<file path="src/rtl/match_sequencer.sv">
// Pong match controller: sequences serve, play, point, pause and game over,
// keeps both scores and latches the AI difficulty for the running match.
module match_sequencer #(
   parameter int WIN_SCORE   = 7,
   parameter int SERVE_DELAY = 50_000_000,
   parameter int POINT_PAUSE = 25_000_000
) (
   input  logic       clk,
   input  logic       reset,
   input  logic       start,
   input  logic       pause_btn,
   input  logic [1:0] diff_sel,
   input  logic       miss_left,
   input  logic       miss_right,
   output logic       game_on,
   output logic       serve,
   output logic       serve_dir,
   output logic [3:0] score_left,
   output logic [3:0] score_right,
   output logic [1:0] diff,
   output logic [1:0] winner,
   output logic [2:0] state
);

   typedef enum logic [2:0] {
      IDLE       = 3'd0,
      SERVE_WAIT = 3'd1,
      PLAY       = 3'd2,
      POINT      = 3'd3,
      PAUSED     = 3'd4,
      GAME_OVER  = 3'd5
   } state_t;

   localparam logic [31:0] SERVE_LAST = 32'(SERVE_DELAY - 1);
   localparam logic [31:0] POINT_LAST = 32'(POINT_PAUSE - 1);
   localparam logic [3:0]  WIN        = 4'(WIN_SCORE);

   state_t      st_q, st_d;
   state_t      ret_q, ret_d;
   logic [31:0] cnt_q, cnt_d;
   logic        start_q, pause_q;
   logic        start_e, pause_e;
   logic [3:0]  sl_d, sr_d;
   logic [1:0]  win_d, diff_d;
   logic        dir_d, serve_d, game_on_d;

   assign start_e = start & ~start_q;
   assign pause_e = pause_btn & ~pause_q;
   assign state   = st_q;

   // Next-state and next-output logic for the match sequence
   always_comb begin
      st_d    = st_q;
      ret_d   = ret_q;
      cnt_d   = cnt_q;
      sl_d    = score_left;
      sr_d    = score_right;
      win_d   = winner;
      diff_d  = diff;
      dir_d   = serve_dir;
      serve_d = 1'b0;
      unique case (st_q)
         IDLE: begin
            diff_d = diff_sel;
            if (start_e) begin
               st_d  = SERVE_WAIT;
               sl_d  = 4'd0;
               sr_d  = 4'd0;
               win_d = 2'b00;
               cnt_d = 32'd0;
            end
         end
         SERVE_WAIT: begin
            if (pause_e) begin
               st_d  = PAUSED;
               ret_d = SERVE_WAIT;
            end else if (cnt_q == SERVE_LAST) begin
               st_d    = PLAY;
               serve_d = 1'b1;
               cnt_d   = 32'd0;
            end else begin
               cnt_d = cnt_q + 32'd1;
            end
         end
         PLAY: begin
            if (miss_left | miss_right) begin
               st_d  = POINT;
               cnt_d = 32'd0;
               if (miss_left & miss_right) begin
                  dir_d = ~serve_dir;
               end else if (miss_left) begin
                  dir_d = 1'b0;
                  if (score_right < WIN) sr_d = score_right + 4'd1;
               end else begin
                  dir_d = 1'b1;
                  if (score_left < WIN) sl_d = score_left + 4'd1;
               end
            end else if (pause_e) begin
               st_d  = PAUSED;
               ret_d = PLAY;
            end
         end
         POINT: begin
            if (cnt_q == POINT_LAST) begin
               cnt_d = 32'd0;
               if (score_left == WIN) begin
                  st_d  = GAME_OVER;
                  win_d = 2'b01;
               end else if (score_right == WIN) begin
                  st_d  = GAME_OVER;
                  win_d = 2'b10;
               end else begin
                  st_d = SERVE_WAIT;
               end
            end else begin
               cnt_d = cnt_q + 32'd1;
            end
         end
         PAUSED: begin
            if (pause_e) st_d = ret_q;
         end
         GAME_OVER: begin
            if (start_e) begin
               st_d   = SERVE_WAIT;
               sl_d   = 4'd0;
               sr_d   = 4'd0;
               win_d  = 2'b00;
               diff_d = diff_sel;
               cnt_d  = 32'd0;
            end
         end
         default: st_d = IDLE;
      endcase
      game_on_d = (st_d == SERVE_WAIT) || (st_d == PLAY);
   end

   // State, counter, score and output registers
   always_ff @(posedge clk) begin
      if (reset) begin
         st_q        <= IDLE;
         ret_q       <= SERVE_WAIT;
         cnt_q       <= 32'd0;
         start_q     <= 1'b1;
         pause_q     <= 1'b1;
         score_left  <= 4'd0;
         score_right <= 4'd0;
         winner      <= 2'b00;
         diff        <= diff_sel;
         serve_dir   <= 1'b0;
         serve       <= 1'b0;
         game_on     <= 1'b0;
      end else begin
         st_q        <= st_d;
         ret_q       <= ret_d;
         cnt_q       <= cnt_d;
         start_q     <= start;
         pause_q     <= pause_btn;
         score_left  <= sl_d;
         score_right <= sr_d;
         winner      <= win_d;
         diff        <= diff_d;
         serve_dir   <= dir_d;
         serve       <= serve_d;
         game_on     <= game_on_d;
      end
   end

endmodule

</file>
<file path="config.mk">
export PLATFORM = sky130hd
export DESIGN_NAME = match_sequencer
export DESIGN_NICKNAME = d
export VERILOG_FILES = /design/src/rtl/match_sequencer.sv
export SDC_FILE = /design/constraint.sdc
export NUM_CORES = 1
export LEC_CHECK = 0
export ABC_CLOCK_PERIOD_IN_PS = 2500
export CAP_MARGIN = 10
export CORE_MARGIN = 1.5
export CORE_UTILIZATION = 40
export DETAILED_ROUTE_END_ITERATION = 7
export GPL_TIMING_DRIVEN = 0
export MAX_ROUTING_LAYER = met4
export SLEW_MARGIN = 10
export SYNTH_ARGS = -nofsm -noshare
export SYNTH_HDL_FRONTEND = slang
export SYNTH_SLANG_ARGS = --single-unit
</file>
<file path="constraint.sdc">
create_clock -name clk -period 2.5 [get_ports clk]
set_input_delay 0.375 -clock clk [delete_from_list [all_inputs] [get_ports clk]]
set_output_delay 0.375 -clock clk [all_outputs]
set_load 0.03 [all_outputs]
</file>
==> results_dict.tcl <==
set metrics [dict create \
    detail_route.drc_violations 0 \
    largest_net_degree_at_the_start_of_global_routing 16 \
    timing.max_cap.violations 0 \
    num_vias 2398 \
    dieHeight_microns 86.2 \
    worst_r2r_path_depth 9 \
    cts_sinks 54 \
    rsz0062_at_grt "false" \
    synth.distinct_cells 54 \
    first_global_vias 2186 \
    cp.arrival_ps 2480 \
    grtUsageMet1_pct 21.5 \
    synth_enable_flop_cells 2 \
    post_dr_vias_cell 5.47 \
    cp_max_fo 10 \
    hold-worst-slack_ps 466 \
    cts_buffer_depth 2 \
    dpl.hpwl_mm 4.56 \
    synth-seq-cells 54 \
    run_status "completed" \
    count_of_final_setup_violators 0 \
    setup.worst_path.start "cnt_q[0]$_SDFFE_PP0P_" \
    tightest_slew_ps 590 \
    grt-busiest-layer "met2" \
    rr_endpoint "cnt_q[13]$_SDFFE_PP0P_" \
    holdCritStartpoint "ret_q[1]$_SDFFE_PP0P_" \
    reg2reg_from "cnt_q[0]$_SDFFE_PP0P_" \
    post-layout-total-power_w 0.00155 \
    max_slew_violations 0 \
    wirelength_mm 6.26 \
    cp-start-kind "flip-flop" \
    cts.root.buffer_cell "sky130_fd_sc_hd__clkbuf_8" \
    vdd.ir_drop.worst_v 0.000211 \
    post_syn_instances 324 \
    drive_gt1_share_pct 10.3 \
    post-place-ws_ps -114 \
    design.die.area_sq_um 7430 \
    insertedDiodeCount 0 \
    drt_iter0_drcs 96 \
    remaining_overflow_grt 0 \
    synth_async_sr_flop_share_pct 0 \
    final_min_period_over_clock_period_pct 91.3 \
    cts_tree "done" \
    synth_top_cell_area_share_pct 37.6 \
    min_path_cells 2 \
    route.detailed.wl_per_inst_microns 14.3 \
    top_cells_by_area_in_the_synthesized_netlist "sky130_fd_sc_hd__dfxtp_1 38%, sky130_fd_sc_hd__xnor2_1 8.5%, sky130_fd_sc_hd__nor2_1 7.6%" \
    port_buffers 25 \
    design_area_sq_um 3250 \
    dpl_cell_area_sq_um 3120 \
    synth_warnings 0 \
    timing.setup.critical_path_class "flip-flop to flip-flop" \
    max_freq_mhz 438 \
    hold-path-endpoint "ret_q[1]$_SDFFE_PP0P_" \
    track_usage_pct 17.5 \
    report.final.hold_viol_count 0 \
    number_of_h_tree_branching_levels 2 \
    clk_pin_slew_worst_paths_ps 100 \
    detailedRoute.firstPassIterationCount 4 \
    yosys.area.top_type "sky130_fd_sc_hd__dfxtp_1" \
    core.rowCount 30 \
    syn_area_per_cell_sq_um 8.55 \
    antenna_violations_before_repair 0 \
    cts_buffers 5 \
    grt.met3_usage_pct 3.33 \
    layout_commonest_cell "sky130_fd_sc_hd__nor2_1" \
    drt_antenna_net_count 0 \
    synth_flop_cell "sky130_fd_sc_hd__dfxtp_1" \
    critical_path.endpoint_type "flip-flop" \
    worstPathRequired_ps 2690 \
    initial_utilization_pct 41.0 \
    final.setup_skew_ps 12.4 \
    flow.area_growth_from_synthesis_pct 17.2 \
    synthesis.nets 335 \
    place_congestion 0.854 \
    powerDensity_nw_per_um2 477 \
    minimum_setup_slack_in_the_final_design_ps 218 \
    max-slew-margin-rel_pct 60.6 \
    grt_first_pass_wirelength_mm 10.1 \
    mostFrequentLayoutCells "56 x sky130_fd_sc_hd__nor2_1, 52 x sky130_fd_sc_hd__dfxtp_1, 27 x sky130_fd_sc_hd__nand2_1, 27 x sky130_fd_sc_hd__xnor2_1, 25 x sky130_fd_sc_hd__clkdlybuf4s50_1" \
    syn_area_sq_um 2770 \
    rrSetupSlack_ps 220 \
    fp.dieW_microns 86.2 \
    final_worst_path_period_need_ps 2280 \
    synth-seq-area-share_pct 39.7 \
    io-pin-count 26 \
    p_leak_nw 1.05 \
    core_sq_um 6760 \
    min_path_type "flip-flop to flip-flop" \
    clkLatencyLatePin_ps 310 \
    grt.met2_usage_pct 29.3 \
    post_cts_hold_buffer_count 0 \
    final_net_count 368 \
]
## cell usage after synthesis, types with 2 or more instances
cell type                  number
sky130_fd_sc_hd__xnor2_1       27
sky130_fd_sc_hd__nor4_1        11
sky130_fd_sc_hd__o21a_1         3
sky130_fd_sc_hd__nor2_2         2
sky130_fd_sc_hd__buf_2          3
sky130_fd_sc_hd__buf_4          3
sky130_fd_sc_hd__dfxtp_1       52
sky130_fd_sc_hd__a21o_1         3
sky130_fd_sc_hd__o21ai_1        4
sky130_fd_sc_hd__nor3b_1        4
sky130_fd_sc_hd__a21oi_1       15
sky130_fd_sc_hd__nor2_1        56
sky130_fd_sc_hd__a41oi_1        2
sky130_fd_sc_hd__or3_1          2
sky130_fd_sc_hd__nor3_1        12
sky130_fd_sc_hd__clkbuf_1       5
sky130_fd_sc_hd__o21ai_0        3
sky130_fd_sc_hd__edfxtp_1       2
sky130_fd_sc_hd__buf_6          2
sky130_fd_sc_hd__and2_1         2
sky130_fd_sc_hd__nor4_2         4
sky130_fd_sc_hd__nand2b_1       3
sky130_fd_sc_hd__a31oi_1        3
sky130_fd_sc_hd__nand2_1       27
sky130_fd_sc_hd__and3_1         5
sky130_fd_sc_hd__nor4bb_1       2
sky130_fd_sc_hd__and4b_1        2
sky130_fd_sc_hd__nand4_1        6
sky130_fd_sc_hd__and4_1         3
sky130_fd_sc_hd__nand3_1       14
sky130_fd_sc_hd__mux2i_1        4
sky130_fd_sc_hd__nor3_2         2
sky130_fd_sc_hd__ha_1           3
sky130_fd_sc_hd__or2_2          5
sky130_fd_sc_hd__o31ai_1        2
sky130_fd_sc_hd__nor2b_1        8
## state kept, by name, summed over array words and instances, names as in the netlist
name	cells
cnt_q	32
diff	2
game_on	1
pause_q	1
ret_q	2
score_left	4
score_right	4
serve	1
serve_dir	1
start_q	1
state	3
winner	2
## layer usage
metal | routed length [microns] | part of all wire [%]
met5 | 0 | 0
met2 | 2950 | 47
met4 | 73 | 1.2
met1 | 3020 | 48
met3 | 212 | 3.4
## where the power goes
group	internal (W)	switching, W
sequential	0.000876	0.00000796
combinational	0.0000673	0.0000978
clock	0.000224	0.000275
total	0.00117	0.000381
## cell type report
| type | count | area [sq um] |
|---|---|---|
| buffer | 13 | 86.3 |
| clock buffer | 7 | 86.3 |
| clock inverter | 1 | 5.00 |
| fill | 684 | 3510 |
| inverter | 1 | 3.75 |
| multi-input combinational | 256 | 1610 |
| sequential | 54 | 1100 |
| tap | 80 | 100 |
| timing repair buffer | 26 | 258 |
## repair_timing
item / 4_1_cts / 5_1_grt
gates resized for setup: 0 / 5
buffers inserted: 0 / 1
endpoints found under the hold margin: 0 / 0
setup endpoints to repair: 0 / 20
## through the flow
step	cells	util (%)	TNS [ps]
2_1_floorplan	324	-	0
3_3_place_gp	429	46.2	-2140
3_5_place_dp	429	46.2	-2010
4_1_cts	437	47.5	0
5_1_grt	438	48.0	0
6_report	438	48.0	0
## logic make-up (layout without fill, tap and decap cells)
kind of cell,Yosys count,in the layout,share of synthesized area [%]
adder cells (fa/ha/maj),3,3,1.36
XOR/XNOR,28,28,8.85
AND/OR/NAND/NOR,177,177,35.2
flip-flops,54,54,39.7
buffers and inverters,14,48,2.98
AO/OA/AOI/OAI,44,44,10.4
multiplexers,4,4,1.45
## critical path: stages, from the launching register on
cell and delay (ps):
sky130_fd_sc_hd__dfxtp_1 400, sky130_fd_sc_hd__ha_1 250, sky130_fd_sc_hd__and4_1 200, sky130_fd_sc_hd__buf_4 190, sky130_fd_sc_hd__nand4_4 160, sky130_fd_sc_hd__nor3_4 230, sky130_fd_sc_hd__a21oi_2 150, sky130_fd_sc_hd__o21ai_4 320
sky130_fd_sc_hd__buf_6 200, sky130_fd_sc_hd__nor2_1 50
## how the worst max path moves through the flow
stage	end	slack, ps
after detailed placement	cnt_q[15]$_SDFFE_PP0P_	-110
after floorplan	cnt_q[15]$_SDFFE_PP0P_	490
after global placement	cnt_q[16]$_SDFFE_PP0P_	-110
final	cnt_q[13]$_SDFFE_PP0P_	220
after CTS	cnt_q[15]$_SDFFE_PP0P_	30
after global routing	cnt_q[17]$_SDFFE_PP0P_	20
Note: power is estimated with default switching activity, not from simulation.
